<file path="src/rtl/led_shift_count_rm.sv">
// led_shift_count_rm
// Reconfigurable LED pattern producer for the top-level partition.
//   upper : one-hot "bouncing" shift pattern 0001,0010,0100,1000,0100,0010,...
//   lower : free-running 4-bit counter, wraps modulo 16
// Both advance on a prescaled tick of gclk; upper moves once every
// SHIFT_EVERY ticks. All outputs are driven directly from flops.
// Optional build macro LED_GRAY_EN: when defined, lower shows the Gray
// code of the counter instead of plain binary (same timing).

module led_shift_count_rm #(
    parameter int TICK_DIV    = 10_000_000, // gclk cycles per tick, 1 .. 2^31-1
    parameter int SHIFT_EVERY = 1           // ticks per upper step, 1 .. 255
) (
    input  logic       gclk,
    input  logic       rst,
    output logic [3:0] upper,
    output logic [3:0] lower
);

    // Prescaler is wide enough to hold TICK_DIV-1, never narrower than 1 bit.
    localparam int              PRE_W      = (TICK_DIV > 1) ? $clog2(TICK_DIV) : 1;
    localparam logic [PRE_W-1:0] PRE_LAST   = PRE_W'(TICK_DIV - 1);
    localparam logic [7:0]       SHIFT_LAST = 8'(SHIFT_EVERY - 1);

    typedef enum logic {
        S_LEFT  = 1'b0,
        S_RIGHT = 1'b1
    } state_t;

    logic [PRE_W-1:0] prescaler;
    logic [7:0]       shift_cnt;
    logic [3:0]       count;
    logic [3:0]       count_nxt;
    logic [3:0]       upper_nxt;
    logic             tick;
    logic             step;
    logic             upper_ok;
    state_t           state;
    state_t           state_nxt;

    // Map the binary count onto the value shown on the lower LEDs.
    function automatic logic [3:0] lower_code(input logic [3:0] c);
`ifdef LED_GRAY_EN
        return c ^ (c >> 1);
`else
        return c;
`endif
    endfunction

    assign tick      = (prescaler == PRE_LAST);
    assign step      = tick && (shift_cnt == SHIFT_LAST);
    assign count_nxt = count + 4'd1;
    // A legal pattern has exactly one LED lit.
    assign upper_ok  = (upper != 4'b0000) && ((upper & (upper - 4'd1)) == 4'b0000);

    // Prescaler: count gclk cycles and restart after TICK_DIV of them.
    // NOTE: every flop here uses a synchronous, active-high reset checked first,
    // so rst wins over any tick or step on the same edge.
    always_ff @(posedge gclk) begin
        // NOTE: sequential state is written with <= so all flops sample the
        // pre-edge values; a blocking = here would chain updates within one edge.
        if (rst)
            prescaler <= '0;
        else if (tick)
            prescaler <= '0;
        else
            prescaler <= prescaler + 1'b1;
    end

    // Step divider: count ticks and raise step every SHIFT_EVERY of them.
    always_ff @(posedge gclk) begin
        if (rst)
            shift_cnt <= 8'd0;
        else if (tick) begin
            if (shift_cnt == SHIFT_LAST)
                shift_cnt <= 8'd0;
            else
                shift_cnt <= shift_cnt + 8'd1;
        end
    end

    // Lower counter and its registered display value, both advanced per tick.
    always_ff @(posedge gclk) begin
        if (rst) begin
            count <= 4'd0;
            lower <= 4'd0;
        end else if (tick) begin
            count <= count_nxt;
            lower <= lower_code(count_nxt);
        end
    end

    // Upper FSM state register, holding both the direction and the pattern.
    always_ff @(posedge gclk) begin
        if (rst) begin
            state <= S_LEFT;
            upper <= 4'b0001;
        end else begin
            state <= state_nxt;
            upper <= upper_nxt;
        end
    end

    // Upper FSM next-state: reverse direction when the pattern hits an end.
    always_comb begin
        // NOTE: default assignment first so every path drives state_nxt and
        // no latch is inferred.
        state_nxt = state;
        if (step) begin
            if (!upper_ok) begin
                state_nxt = S_LEFT;
            end else begin
                case (state)
                    // Moving left: the step that lands on 1000 turns us around.
                    S_LEFT:  if (upper[2] || upper[3]) state_nxt = S_RIGHT;
                    // Moving right: the step that lands on 0001 turns us around.
                    S_RIGHT: if (upper[1] || upper[0]) state_nxt = S_LEFT;
                    default: state_nxt = S_LEFT;
                endcase
            end
        end
    end

    // Upper FSM output: shift the lit LED one place on each step.
    always_comb begin
        upper_nxt = upper;
        if (step) begin
            if (!upper_ok) begin
                // Corrupted pattern (SEU or forced value): restart the bounce.
                upper_nxt = 4'b0001;
            end else begin
                case (state)
                    // An end LED seen with the wrong direction bounces back
                    // instead of shifting out to zero.
                    S_LEFT:  upper_nxt = upper[3] ? (upper >> 1) : (upper << 1);
                    S_RIGHT: upper_nxt = upper[0] ? (upper << 1) : (upper >> 1);
                    default: upper_nxt = 4'b0001;
                endcase
            end
        end
    end

endmodule
</file>
<file path="config.mk">
export PLATFORM = sky130hd
export DESIGN_NAME = led_shift_count_rm
export DESIGN_NICKNAME = d
export VERILOG_FILES = /design/src/rtl/led_shift_count_rm.sv
export SDC_FILE = /design/constraint.sdc
export NUM_CORES = 1
export LEC_CHECK = 0
export ABC_AREA = 0
export CORE_MARGIN = 2
export CORE_UTILIZATION = 45
export CTS_BUF_LIST = sky130_fd_sc_hd__clkbuf_16
export DETAILED_ROUTE_END_ITERATION = 8
export PLACE_DENSITY = 0.6
export SLEW_MARGIN = 10
export SYNTH_ARGS = -nofsm -noshare
export SYNTH_HDL_FRONTEND = slang
export SYNTH_SLANG_ARGS = --single-unit
export TNS_END_PERCENT = 30
</file>
<file path="constraint.sdc">
create_clock -name gclk -period 5.4 [get_ports gclk]
set_clock_uncertainty 0.1 [all_clocks]
set_input_delay 0.54 -clock gclk [delete_from_list [all_inputs] [get_ports gclk]]
set_output_delay 0.54 -clock gclk [all_outputs]
set_load 0.02 [all_outputs]
</file>
==> flow_summary.yaml <==
status:
  outcome: "finished clean"
worst_setup_path:
  r2r_cells: 6
  cp-end-kind: "flop"
  cp_top_family: "simple AND/OR/NAND/NOR gates"
  cpPeakStageDelay_ps: 730
  crit_required_ps: 5440
  slowest_stage: "or2b_1"
  cp_max_fo: 22
  startpoint_type: "flop"
  r2r-end: "prescaler[16]"
  path_buf_inv: 0
  rrSetupSlack_ps: 2700
  crit_arrival_ps: 2740
  worstSetupPathType: "flop to flop"
  r2r-start: "prescaler[0]"
  path_cells: "ha_1 > nand3_1 > or2_1 > or3_1 > or2b_1 > nor2_1"
route:
  wl_met2_um: 1481
  via_count: 1520
  viasPerCell: 5.352
  drt_iter0_drc: 96
  drc_errors: 0
  highest_layer: "met4"
  wl_met3_um: 128
  antenna_left: 0
  drt-pass1-iter-count: 4
  wirelength_met1_um: 1831
  drt-total-wl_um: 3498
  avgRoutedWirePerCell_um: 12.32
placement:
  placed_area_mm2: 0.002093
  numPortBuffers: 9
  place_ws_ps: 2645
  place_congestion: 0.7600
  dp_hpwl_um: 2277
sta:
  period_needed_ps: 2699
  worst_pin_slew_ps: 916.3
  finalSetupViolCount: 0
  slew_headroom_pct: 38.45
  slew_viol_final: 0
  finalHoldViolCount: 0
  max_clock_freq_mhz: 370.5
  rsz0062_at_grt: "false"
  finalWorstSetupSlack_ps: 2701
  setup_tns_ps: 0
  finalCritPeriodShare_pct: 49.98
cts:
  clock_sinks: 41
  insertion_delay_ps: 280
  cts_tree: "done"
  ctsHtreeMaxLevel: 2
  postCtsSetupBuffers: 0
  clock-root-buffer: "clkbuf_16"
  numCtsBuffers: 5
  clock_path_buffers: 2
  hold_buffers: 0
  cts_resized: 0
  path_clk_slew_ps: 60
power_and_ir_drop:
  power.total_w: 0.0005959
  vdd_ir_drop_max_uv: 154.2
  p_per_area_mw_per_mm2: 267.0
  leakage_nw: 0.7893
layout:
  fillers: 419
  ff_latch_area_um2: 820.8
  final_common_cell: "dfxtp_1"
  multi_input_area_mm2: 0.001076
  fin_util_pct: 51.98
  drive_gt1_share_pct: 6.034
  layout_common_cells: "dfxtp_1, nor2_1, nand3_1, xor2_1, xnor2_1"
  fin_nets: 237
  area_growth_pct: 12.70
  diodes: 0
  finalInstanceArea_mm2: 0.002232
grt:
  antenna_found_initial: 0
  overflow: 0
  grt_usage_pct: 16.18
  grt_max_degree: 23
  grt_pass1_wl_um: 6313
  grt_pass1_vias: 1383
synth:
  synth_cell_type_count: 39
  synth_area_mm2: 0.001981
  synth-seq-cells: 41
  avgSynthCellArea_um2: 8.764
  syn_nets: 232
  ys_warn_count: 0
  seq_area_frac_synth_pct: 41.44
  synth_cells: 226
hold_path:
  hold_path_end: "prescaler[0]"
  hp-class: "flop to flop"
  hold_path.startpoint: "prescaler[0]"
  hold_depth: 1
floorplanning:
  die_h_um: 70.35
  die_area_mm2: 0.004948
  chipWidth_um: 70.35
  rows: 24
  core_area_mm2: 0.004294
  start_util_pct: 46.12
  ios: 10
run:
  drv.max_cap_violation_count: 0
## where the power goes
part,switching (W),total (W),internal [W]
registers,0.00000141,0.000306,0.000304
logic,0.00000657,0.00000936,0.00000279
clock network,0.000113,0.000281,0.000168
total,0.000121,0.000596,0.000475
## registers in the layout, summed over array words and instances (netlist names)
register,flops
count,4
prescaler,24
shift_cnt,8
state,1
upper,4
## logic make-up after synthesis
logic type,Yosys count,synth area share [%]
buffers and inverters,21,4.232
AND/OR/NAND/NOR,107,31.59
multiplexers,5,2.527
XOR/XNOR,26,11.50
flip-flops,41,41.44
adder cells (fa/ha/maj),4,2.527
AO/OA/AOI/OAI,22,6.191
## synthesized netlist by cell type
cell type / n / share of area, %
clkbuf_1: 8 / 1.5
buf_2: 4 / 1.0
or4b_1: 2 / 1.0
nor2_1: 36 / 6.8
or2_1: 1 / 0.32
xnor2_1: 11 / 4.9
nor4_1: 2 / 0.63
nand3_1: 15 / 3.8
and3_1: 7 / 2.2
nor2b_1: 4 / 1.3
nand4_2: 1 / 0.63
nand4_1: 4 / 1.3
nor4b_4: 1 / 1.2
nor3_1: 7 / 1.8
mux2i_1: 5 / 2.5
o31ai_1: 1 / 0.38
dfxtp_1: 41 / 41
nand2b_1: 1 / 0.32
inv_1: 9 / 1.7
nand4b_1: 2 / 0.88
nor4_2: 1 / 0.63
nor4_4: 1 / 1.1
ha_1: 4 / 2.5
or3_1: 5 / 1.6
nand3_2: 1 / 0.51
nand2_1: 6 / 1.1
a221o_1: 1 / 0.51
nor4b_2: 1 / 0.76
xor2_1: 15 / 6.6
nor4b_1: 2 / 0.88
a211o_1: 1 / 0.44
a31oi_1: 1 / 0.32
o21ai_0: 8 / 2.0
or4_1: 2 / 0.76
and4b_1: 1 / 0.51
a21oi_1: 10 / 2.5
nor3b_1: 1 / 0.38
or2b_1: 1 / 0.38
and4_1: 2 / 0.88
## metrics by stage
| stage | cells | hold WS [ps] |
|---|---|---|
| after global routing | 284 | 383.7 |
| after CTS | 284 | 348.3 |
| after floorplan | 226 | 313.2 |
| after detailed placement | 276 | 338.6 |
| final | 284 | 344.4 |
| after global placement | 276 | 340.7 |
## per-layer routing
metal  vias to the layer above  track usage (%)
li1                        795                -
met1                       702            21.56
met2                        18            23.58
met3                         5            5.628
met4                         0            7.051
met5                         -                0
## area by class of cell
class / count / area share (%)
timing repair buffer: 10 / 4.372
clock buffer: 5 / 5.605
tap: 52 / 2.915
clock inverter: 3 / 0.6166
sequential: 41 / 36.77
inverter: 9 / 1.513
multi-input combinational: 164 / 48.21
## how the worst max path moves through the flow
| stage | slack [ps] | depth (start not counted) | endpoint | from |
|---|---|---|---|---|
| floorplan | 3180 | 8 | shift_cnt[6] | prescaler[0] |
| global placement | 2720 | 6 | prescaler[20] | prescaler[0] |
| detailed placement | 2650 | 6 | prescaler[9] | prescaler[0] |
| CTS | 2640 | 6 | prescaler[16] | prescaler[0] |
| global route | 2470 | 6 | prescaler[21] | prescaler[0] |
| finish | 2700 | 6 | prescaler[16] | prescaler[0] |
(Power assumes the default switching activity.)
